===== config.mk =====
export PLATFORM = sky130hd
export DESIGN_NAME = npc_btb_flat
export DESIGN_NICKNAME = d
export VERILOG_FILES = /design/src/rtl/npc_btb_if.sv /design/src/rtl/npc_btb.sv /design/src/flat_wrapper.sv
export SDC_FILE = /design/constraint.sdc
export NUM_CORES = 1
export LEC_CHECK = 0
export ABC_CLOCK_PERIOD_IN_PS = 5700
export CAP_MARGIN = 30
export CORE_UTILIZATION = 50
export DETAILED_ROUTE_END_ITERATION = 10
export PLACE_DENSITY = 0.69
export RECOVER_POWER = 50
export SYNTH_ARGS = -nofsm -noshare
export SYNTH_HDL_FRONTEND = slang
export SYNTH_SLANG_ARGS = --single-unit
export TNS_END_PERCENT = 100

===== constraint.sdc =====
create_clock -name clk -period 5.7 [get_ports clk]
set_clock_uncertainty 0.05 [all_clocks]
set_input_delay 1.14 -clock clk [delete_from_list [all_inputs] [get_ports clk]]
set_output_delay 1.14 -clock clk [all_outputs]
set_load 0.005 [all_outputs]

===== src/rtl/npc_btb_if.sv =====
// Fetch-side bus of the next-PC / BTB block.
//   master : stall/redirect and training inputs, observes pc/prediction
//   slave  : the npc_btb block (consumes controls, produces pc/prediction)
// Signals:
//   stall_i, redirect_i, redirect_pc_i                    fetch control
//   upd_valid_i, upd_pc_i, upd_taken_i, upd_target_i      BTB training
//   pc_o, pred_taken_o, pred_target_o                     fetch PC + prediction
interface npc_btb_if #(
  parameter int unsigned XLEN = 32
);
  logic            stall_i;
  logic            redirect_i;
  logic [XLEN-1:0] redirect_pc_i;
  logic            upd_valid_i;
  logic [XLEN-1:0] upd_pc_i;
  logic            upd_taken_i;
  logic [XLEN-1:0] upd_target_i;
  logic [XLEN-1:0] pc_o;
  logic            pred_taken_o;
  logic [XLEN-1:0] pred_target_o;

  modport master (
    output stall_i, redirect_i, redirect_pc_i,
    output upd_valid_i, upd_pc_i, upd_taken_i, upd_target_i,
    input  pc_o, pred_taken_o, pred_target_o
  );

  modport slave (
    input  stall_i, redirect_i, redirect_pc_i,
    input  upd_valid_i, upd_pc_i, upd_taken_i, upd_target_i,
    output pc_o, pred_taken_o, pred_target_o
  );
endinterface


===== src/rtl/npc_btb.sv =====
// Next-PC generator with a direct-mapped branch target buffer.
// Ports:
//   clk  : clock, all state updates on rising edge
//   rstn : asynchronous active-low reset
//   bus  : npc_btb_if.slave (fetch control, training, pc/prediction)
// Each entry holds valid, tag, target and a 2-bit saturating counter.
// Prediction is combinational from the registered pc; training writes
// at most one entry per edge, indexed by the resolved branch PC.
module npc_btb #(
  parameter int unsigned    XLEN      = 32,
  parameter int unsigned    BTB_DEPTH = 8,
  parameter logic [XLEN-1:0] RESET_PC = '0
) (
  input  logic     clk,
  input  logic     rstn,
  npc_btb_if.slave bus
);
  localparam int unsigned IDX   = $clog2(BTB_DEPTH);
  localparam int unsigned TAG_W = XLEN - IDX - 2;

  logic             valid_q  [BTB_DEPTH];
  logic [TAG_W-1:0] tag_q    [BTB_DEPTH];
  logic [XLEN-1:0]  target_q [BTB_DEPTH];
  logic [1:0]       ctr_q    [BTB_DEPTH];

  logic [XLEN-1:0]  pc_q;
  logic [XLEN-1:0]  pc_d;

  // Lookup for the current fetch PC.
  logic [IDX-1:0]   rd_idx;
  logic [TAG_W-1:0] rd_tag;
  logic             rd_hit;
  logic             pred_taken;
  logic [XLEN-1:0]  pred_target;

  always_comb begin
    rd_idx      = pc_q[IDX+1:2];
    rd_tag      = pc_q[XLEN-1:IDX+2];
    rd_hit      = valid_q[rd_idx] && (tag_q[rd_idx] == rd_tag);
    pred_taken  = rd_hit && ctr_q[rd_idx][1];
    pred_target = pred_taken ? target_q[rd_idx] : '0;
  end

  assign bus.pc_o          = pc_q;
  assign bus.pred_taken_o  = pred_taken;
  assign bus.pred_target_o = pred_target;

  // Next-PC priority: redirect, stall, predicted taken, sequential.
  always_comb begin
    pc_d = pc_q + XLEN'(4);
    if (bus.redirect_i) begin
      pc_d = {bus.redirect_pc_i[XLEN-1:2], 2'b00};
    end else if (bus.stall_i) begin
      pc_d = pc_q;
    end else if (pred_taken) begin
      pc_d = pred_target;
    end
  end

  always_ff @(posedge clk or negedge rstn) begin
    if (!rstn) begin
      pc_q <= RESET_PC;
    end else begin
      pc_q <= pc_d;
    end
  end

  // Training side: index/tag from the resolved branch PC.
  logic [IDX-1:0]   wr_idx;
  logic [TAG_W-1:0] wr_tag;
  logic             wr_hit;
  logic [1:0]       ctr_inc;
  logic [1:0]       ctr_dec;
  logic [XLEN-1:0]  wr_target;

  always_comb begin
    wr_idx    = bus.upd_pc_i[IDX+1:2];
    wr_tag    = bus.upd_pc_i[XLEN-1:IDX+2];
    wr_hit    = valid_q[wr_idx] && (tag_q[wr_idx] == wr_tag);
    wr_target = {bus.upd_target_i[XLEN-1:2], 2'b00};
    ctr_inc   = (ctr_q[wr_idx] == 2'b11) ? 2'b11 : ctr_q[wr_idx] + 2'b01;
    ctr_dec   = (ctr_q[wr_idx] == 2'b00) ? 2'b00 : ctr_q[wr_idx] - 2'b01;
  end

  always_ff @(posedge clk or negedge rstn) begin
    if (!rstn) begin
      for (int unsigned i = 0; i < BTB_DEPTH; i++) begin
        valid_q[i]  <= 1'b0;
        tag_q[i]    <= '0;
        target_q[i] <= '0;
        ctr_q[i]    <= 2'b01;
      end
    end else if (bus.upd_valid_i) begin
      if (wr_hit) begin
        if (bus.upd_taken_i) begin
          ctr_q[wr_idx]    <= ctr_inc;
          target_q[wr_idx] <= wr_target;
        end else begin
          ctr_q[wr_idx]    <= ctr_dec;
        end
      end else if (bus.upd_taken_i) begin
        valid_q[wr_idx]  <= 1'b1;
        tag_q[wr_idx]    <= wr_tag;
        target_q[wr_idx] <= wr_target;
        ctr_q[wr_idx]    <= 2'b10;
      end
    end
  end

  // Word-alignment bits of incoming addresses are dropped by design.
  logic unused_low_bits;
  assign unused_low_bits = ^{bus.redirect_pc_i[1:0], bus.upd_pc_i[1:0],
                             bus.upd_target_i[1:0]};
endmodule

===== src/flat_wrapper.sv =====
// flat-port wrapper written by rule: the top's interface ports become plain ports
module npc_btb_flat 
#(
  parameter int unsigned    XLEN      = 32,
  parameter int unsigned    BTB_DEPTH = 8,
  parameter logic [XLEN-1:0] RESET_PC = '0
)
  (clk, rstn, bus_stall_i, bus_redirect_i, bus_redirect_pc_i, bus_upd_valid_i, bus_upd_pc_i, bus_upd_taken_i, bus_upd_target_i, bus_pc_o, bus_pred_taken_o, bus_pred_target_o);
  npc_btb_if #(.XLEN(XLEN)) bus_i ();
  input  logic clk;
  input  logic rstn;
  input wire logic [$bits(bus_i.stall_i)-1:0] bus_stall_i;
  input wire logic [$bits(bus_i.redirect_i)-1:0] bus_redirect_i;
  input wire logic [$bits(bus_i.redirect_pc_i)-1:0] bus_redirect_pc_i;
  input wire logic [$bits(bus_i.upd_valid_i)-1:0] bus_upd_valid_i;
  input wire logic [$bits(bus_i.upd_pc_i)-1:0] bus_upd_pc_i;
  input wire logic [$bits(bus_i.upd_taken_i)-1:0] bus_upd_taken_i;
  input wire logic [$bits(bus_i.upd_target_i)-1:0] bus_upd_target_i;
  output wire logic [$bits(bus_i.pc_o)-1:0] bus_pc_o;
  output wire logic [$bits(bus_i.pred_taken_o)-1:0] bus_pred_taken_o;
  output wire logic [$bits(bus_i.pred_target_o)-1:0] bus_pred_target_o;
  assign bus_i.stall_i = bus_stall_i;
  assign bus_i.redirect_i = bus_redirect_i;
  assign bus_i.redirect_pc_i = bus_redirect_pc_i;
  assign bus_i.upd_valid_i = bus_upd_valid_i;
  assign bus_i.upd_pc_i = bus_upd_pc_i;
  assign bus_i.upd_taken_i = bus_upd_taken_i;
  assign bus_i.upd_target_i = bus_upd_target_i;
  assign bus_pc_o = bus_i.pc_o;
  assign bus_pred_taken_o = bus_i.pred_taken_o;
  assign bus_pred_target_o = bus_i.pred_target_o;
  npc_btb #(.XLEN(XLEN), .BTB_DEPTH(BTB_DEPTH), .RESET_PC(RESET_PC)) u_core (.clk(clk), .rstn(rstn), .bus(bus_i));
endmodule

### Word-level counts from Yosys, hierarchy flattened

Index checks and enable logic that the tools add are counted.
W data, S select, Z words.

* register bits after elaboration: 528
* output and inout port bits: 65
* bits of input ports: 102
* logic and storage cells: 101

* mux-type cells: 42
* reductions and logical operators: 9
* equal/unequal tests: 4
* $add $sub $neg: 3
* bitwise logic cells: 7
* $lt $le $gt $ge: 3

Operators by type and width (number)
* $bwmux W256: 1
* $mux W32: 7
* $bwmux W216: 1
* $bmux W27 S3: 2
* $mux W27: 5
* $bmux W32 S3: 1
* $demux W32 S3: 1
* $demux W27 S3: 1
* $eq A27 B27 Y1: 2
* $mux W16: 3
* $add A32 B3 Y32 const B: 1
* $bwmux W16: 2
* $or A8 B8 Y8: 2
* $mux W2: 7
* $bmux W2 S3: 2
* $and A8 B8 Y8: 1
* $ge A4 B4 Y1 const B: 2
* $not A3 Y4: 2
* $not A8 Y8: 1
* $bmux W1 S3: 2
* $demux W2 S3: 1
* $mux W1: 5
* $logic_and A1 B1 Y1: 4
* $lt A4 B1 Y1 const B: 1
* 10 further kinds: 11

### Longest topological paths before layout

* depth in word-level cells: 11
* gate-level depth with buffers: 16
* mapped depth without buffers: 8

### Worst setup path after synthesis

No wires, ideal clock.

* kind: register to output
* start point: register u_core.pc_q[2] (netlist: u_core.bus.pc_o[2])
* end point: output port bus_pred_target_o[10]
* setup slack: 1283 ps
* arrival: 3227 ps
* data required time: 4510 ps
* cell stages (with the launch flop): 12
* path buffers: 3
* cell sequence: dfrtp_1 > buf_2 > buf_6 > mux4_2 > mux2i_1 > xnor2_1 > nand3_1 > or4_4 > or2_2 > or3b_2 > buf_2 > nor2_1

* longest elaborated chain between the ends: 8
* elaborated cells between the ends (all ways): 17
* classes of those cells: eq/ne: 1; mux: 13; bitwise: 1; reduce/logical: 2

RTL lines
* start, declared: line npc_btb.sv:26 `logic [XLEN-1:0] pc_q;`
* start signal, assigned: line npc_btb.sv:64 `pc_q <= pc_d;`
* $not A3 Y4 (implied by the code) *: line npc_btb.sv:39, npc_btb.sv:40, npc_btb.sv:41
* $bmux W27 S3: line npc_btb.sv:39 `rd_hit = valid_q[rd_idx] && (tag_q[rd_idx] == rd_tag);`
* $mux W27 (implied by the code) (2 in series): line npc_btb.sv:39
* $eq A27 B27 Y1: line npc_btb.sv:39
* $logic_and A1 B1 Y1: line npc_btb.sv:39
* $logic_and A1 B1 Y1: line npc_btb.sv:40 `pred_taken = rd_hit && ctr_q[rd_idx][1];`
* $mux W32 *: line npc_btb.sv:41 `pred_target = pred_taken ? target_q[rd_idx] : '0;`
* end, declared: line flat_wrapper.sv:21 `output wire logic [$bits(bus_i.pred_target_o)-1:0] bus_pred_target_o;`

Mark *: on every way between the ends. The rest lies on a longest branch, timed or not. The select of a mux whose other input is x is not followed.

### Worst setup path after layout

* start point: register u_core.pc_q[3] (netlist: u_core.bus.pc_o[3])
* end point: output port bus_pred_target_o[9]

The elaborated chain is that of the path after synthesis.

==> out/qor.csv <==
stage,metric,value,unit
worst_setup_path,cp_data_arrival_time,4.42,ns
die,io_pins,167,
run,maxCapViolations,5,
die,num_rows,84,
grt,grt_overflow,0,
clock_network,clkLatencyLatePin,0.63,ns
clock_network,ctsHtreeMaxLevel,2,
timing,relSlewSlack,-88.2,%
outcome,outcome,"complete, but fails checks",
synthesis,ys_top_cells_by_area,"dfrtp_1 47%, mux2_2 21%, mux4_2 11%",
synthesis,ys_seq_area_share,47.9,%
timing,max_freq,178,MHz
grt,grt_usage,28.1,%
placement,port_buffers,156,
synthesis,synth_warnings,0,
cells_and_area,final_cell_area,31300,um^2
timing,drv_slew,371,
placement,placed_area,29100,um^2
die,die_y,233,um
cells_and_area,fin_nets,2204,
drt,drc,0,
cells_and_area,layout-drive-gt1-share,40.1,%
power,p_leak,13.2,nW
drt,viasPerCell,6.28,
drt,drt-pass1-iter-count,5,
synthesis,synthCells,1973,
timing,rsz0062_at_grt,true,
synthesis,synth-edff-count,0,
worst_setup_path,r2r_setup_slack,1.76,ns
die,initial_core_util,50.7,%
cells_and_area,nFillCells,4053,
cells_and_area,area_delta_synth_final,17.2,%
clock_network,ctsHoldBuffers,0,
die,core_area,52700,um^2
drt,wl_per_cell,26.1,um
power,peakVddDrop,0.256,mV
synthesis,ys.flop_type,dfrtp_1,
min_path,holdCritStartpoint,u_core.valid_q[0]$_DFFE_PN0P_,
worst_setup_path,worstSetupStartpointType,register,
min_path,whs_path_depth,1,
outcome,violations,"max-capacitance violations, max-slew violations",
worst_setup_path,crit_type,reg2out,
worst_setup_path,critPathMaxStageDelay,0.58,ns
die,die-area,54300,um^2
timing,tightest_slew,2.82,ns
clock_network,cts-root-buf,clkbuf_16,
timing,setup_viol,0,
clock_network,clkTransAtPathRegs,0.06,ns
min_path,hp-class,reg2reg,
power,design_power_total,11.5,mW
synthesis,yosysTopAreaCellShare,47.1,%
synthesis,synthArstFlopShare,100,%
clock_network,clockBufferDepth,3,
drt,dr.first_iter.drc_count,1389,
grt,grt_pass1_vias,18300,
synthesis,synth_most_common_cell,mux2_2,
die,die-width,233,um
synthesis,synth-seq-cells,510,
worst_setup_path,rr_worst_depth,13,
worst_setup_path,critPathMaxFanout,15,
power,powerDensity,369,nW/um^2
worst_setup_path,slowest_stage,or4_4,
drt,vias,17800,
drt,top_layer_used,met5,
worst_setup_path,crit_path_end_kind,output port,
drt,ant_nets,0,
drt,route.met2.wl,35.6,mm
synthesis,yosysTopAreaCell,dfrtp_1,
synthesis,synth_cell_types,65,
clock_network,clock_sink_count,510,
worst_setup_path,path_cells,buf_12 -> nand2b_1 -> buf_4 -> o22ai_1 -> or3_1 -> nand3_1 -> or4_4 -> or2_2 -> or3b_4 -> buf_4 -> buf_12 -> nor2_1 -> dlygate4sd2_1,
drt,wl_met1,31.6,mm
worst_setup_path,cp.required,4.51,ns
timing,period_minus_slack,5.61,ns
synthesis,syn_avg_cell_area,13.5,um^2
min_path,whs_endpoint,u_core.valid_q[0]$_DFFE_PN0P_,
placement,place_congestion,0.912,
worst_setup_path,worstReg2RegEnd,u_core.bus.pc_o[18]$_DFFE_PN0P_,
drt,wl_met3,4.98,mm
grt,grt_max_degree,148,
placement,hpwl,47.1,mm
drt,routed_wirelength,74.1,mm
clock_network,cts_tree,built,
grt,grt_pass1_wl,114,mm
worst_setup_path,timing.rr.start,u_core.bus.pc_o[2]$_DFFE_PN0P_,
timing,final-hold-violation-count,0,
synthesis,synthTopCellsByCount,"506 x mux2_2, 502 x dfrtp_1, 130 x mux4_2",
clock_network,cts_buffers,56,
timing,fin_crit_sh,98.3,%
grt,antenna_found_initial,10,
synthesis,synth_area,26700,um^2
## worst max-delay path by stage
stage                                         from               endpoint  slack (ns)  cells past startpoint
floorplan           u_core.bus.pc_o[2]$_DFFE_PN0P_  bus_pred_target_o[10]        1.28                     11
global placement    u_core.bus.pc_o[2]$_DFFE_PN0P_   bus_pred_target_o[5]        0.34                     10
detailed placement  u_core.bus.pc_o[2]$_DFFE_PN0P_  bus_pred_target_o[18]        0.30                     10
CTS                 u_core.bus.pc_o[2]$_DFFE_PN0P_  bus_pred_target_o[16]      0.0008                     13
global route        u_core.bus.pc_o[2]$_DFFE_PN0P_   bus_pred_target_o[4]       -0.03                     14
finish              u_core.bus.pc_o[3]$_DFFE_PN0P_   bus_pred_target_o[9]        0.09                     13
## cells in the final DEF, fill, tap and decap left out, drive strengths merged, types with 9 or more instances in the layout
cell,Yosys,final
a22oi,16,16
mux4,130,130
o22ai,21,21
nand3,17,17
clkbuf,56,93
nand4,21,21
o21ai,16,16
a211oi,25,25
or3,13,13
nor3,10,10
clkdlybuf4s50,0,97
or2,11,11
mux2,508,508
xor2,21,21
dfrtp,502,502
nand2,46,46
nor2,125,125
dlygate4sd3,0,24
dlymetal6s2s,0,9
dlygate4sd2,0,14
buf,114,80
nor4,11,11
a221o,26,26
clkinv,0,9
a21oi,14,14
inv,15,18
and3,16,16
xnor2,37,37
mux2i,114,114
## state kept, by name, summed over array words and instances, names as in the netlist
register	count
u_core.bus.pc_o	30
u_core.target_q	240
u_core.valid_q	8
u_core.tag_q	216
u_core.ctr_q	16
## layout make-up
type | instances | area (um^2) | area share, %
antenna | 3 | 7.51 | 0.0240
inverter | 15 | 56.3 | 0.180
tap | 688 | 861 | 2.75
sequential | 510 | 12800 | 40.8
clock inverter | 18 | 251 | 0.804
timing repair buffer | 237 | 2420 | 7.74
clock buffer | 86 | 1670 | 5.35
multi-input combinational | 1281 | 13200 | 42.3
## where the power goes
part / total, mW / internal (mW) / switching, mW
clock network: 3.76 / 2.25 / 1.51
registers: 4.97 / 4.42 / 0.548
logic: 2.82 / 1.59 / 1.22
total: 11.5 / 8.26 / 3.28
## stage by stage
stage | hold slack, ns | cells | utilization, % | setup slack [ns] | setup TNS [ns]
2_1_floorplan | 0.400 | 1976 | - | 1.28 | 0
3_3_place_gp | 0.422 | 2717 | 55.3 | 0.345 | 0
3_5_place_dp | 0.429 | 2717 | 55.3 | 0.305 | 0
4_1_cts | 0.353 | 2829 | 59.3 | 0.000817 | 0
5_1_grt | 0.464 | 2836 | 59.4 | -0.0262 | -0.0674
6_report | 0.448 | 2838 | 59.4 | 0.0944 | 0
## what timing repair did
action,in CTS,in global routing
gates cloned,1,1
hold endpoints to repair,0,0
setup buffers,7,5
resized for setup,35,22
pin swaps,1,2
setup endpoints to repair,30,9
## worst max-delay path: cells and delay by family (launching register included)
family	cells	cell delay [ns]
simple gates	7	1.92
compound gates	1	0.37
flops	1	0.52
buf+inv	5	0.97
## logic make-up (layout without fill, tap and decap cells)
kind of cell               after synthesis  after routing  synth area share, %
buffers and inverters                  185            356                 3.32
adders and majority gates                1              1               0.0469
muxes                                  752            752                 36.7
AOI/OAI and AO/OA                      161            161                 4.51
DFF                                    510            510                 47.9
xor gates and xnor gates                58             58                 1.90
and+or+nand+nor                        305            305                 5.67
other                                    1              7               0.0141
## per-layer routing
metal | track usage (%) | vias up
met5 | 0 | -
met4 | 8.05 | 10
met3 | 5.18 | 106
met2 | 44.7 | 596
met1 | 39.4 | 9480
li1 | - | 7627
No activity file was read; power rests on OpenSTA's default activity.
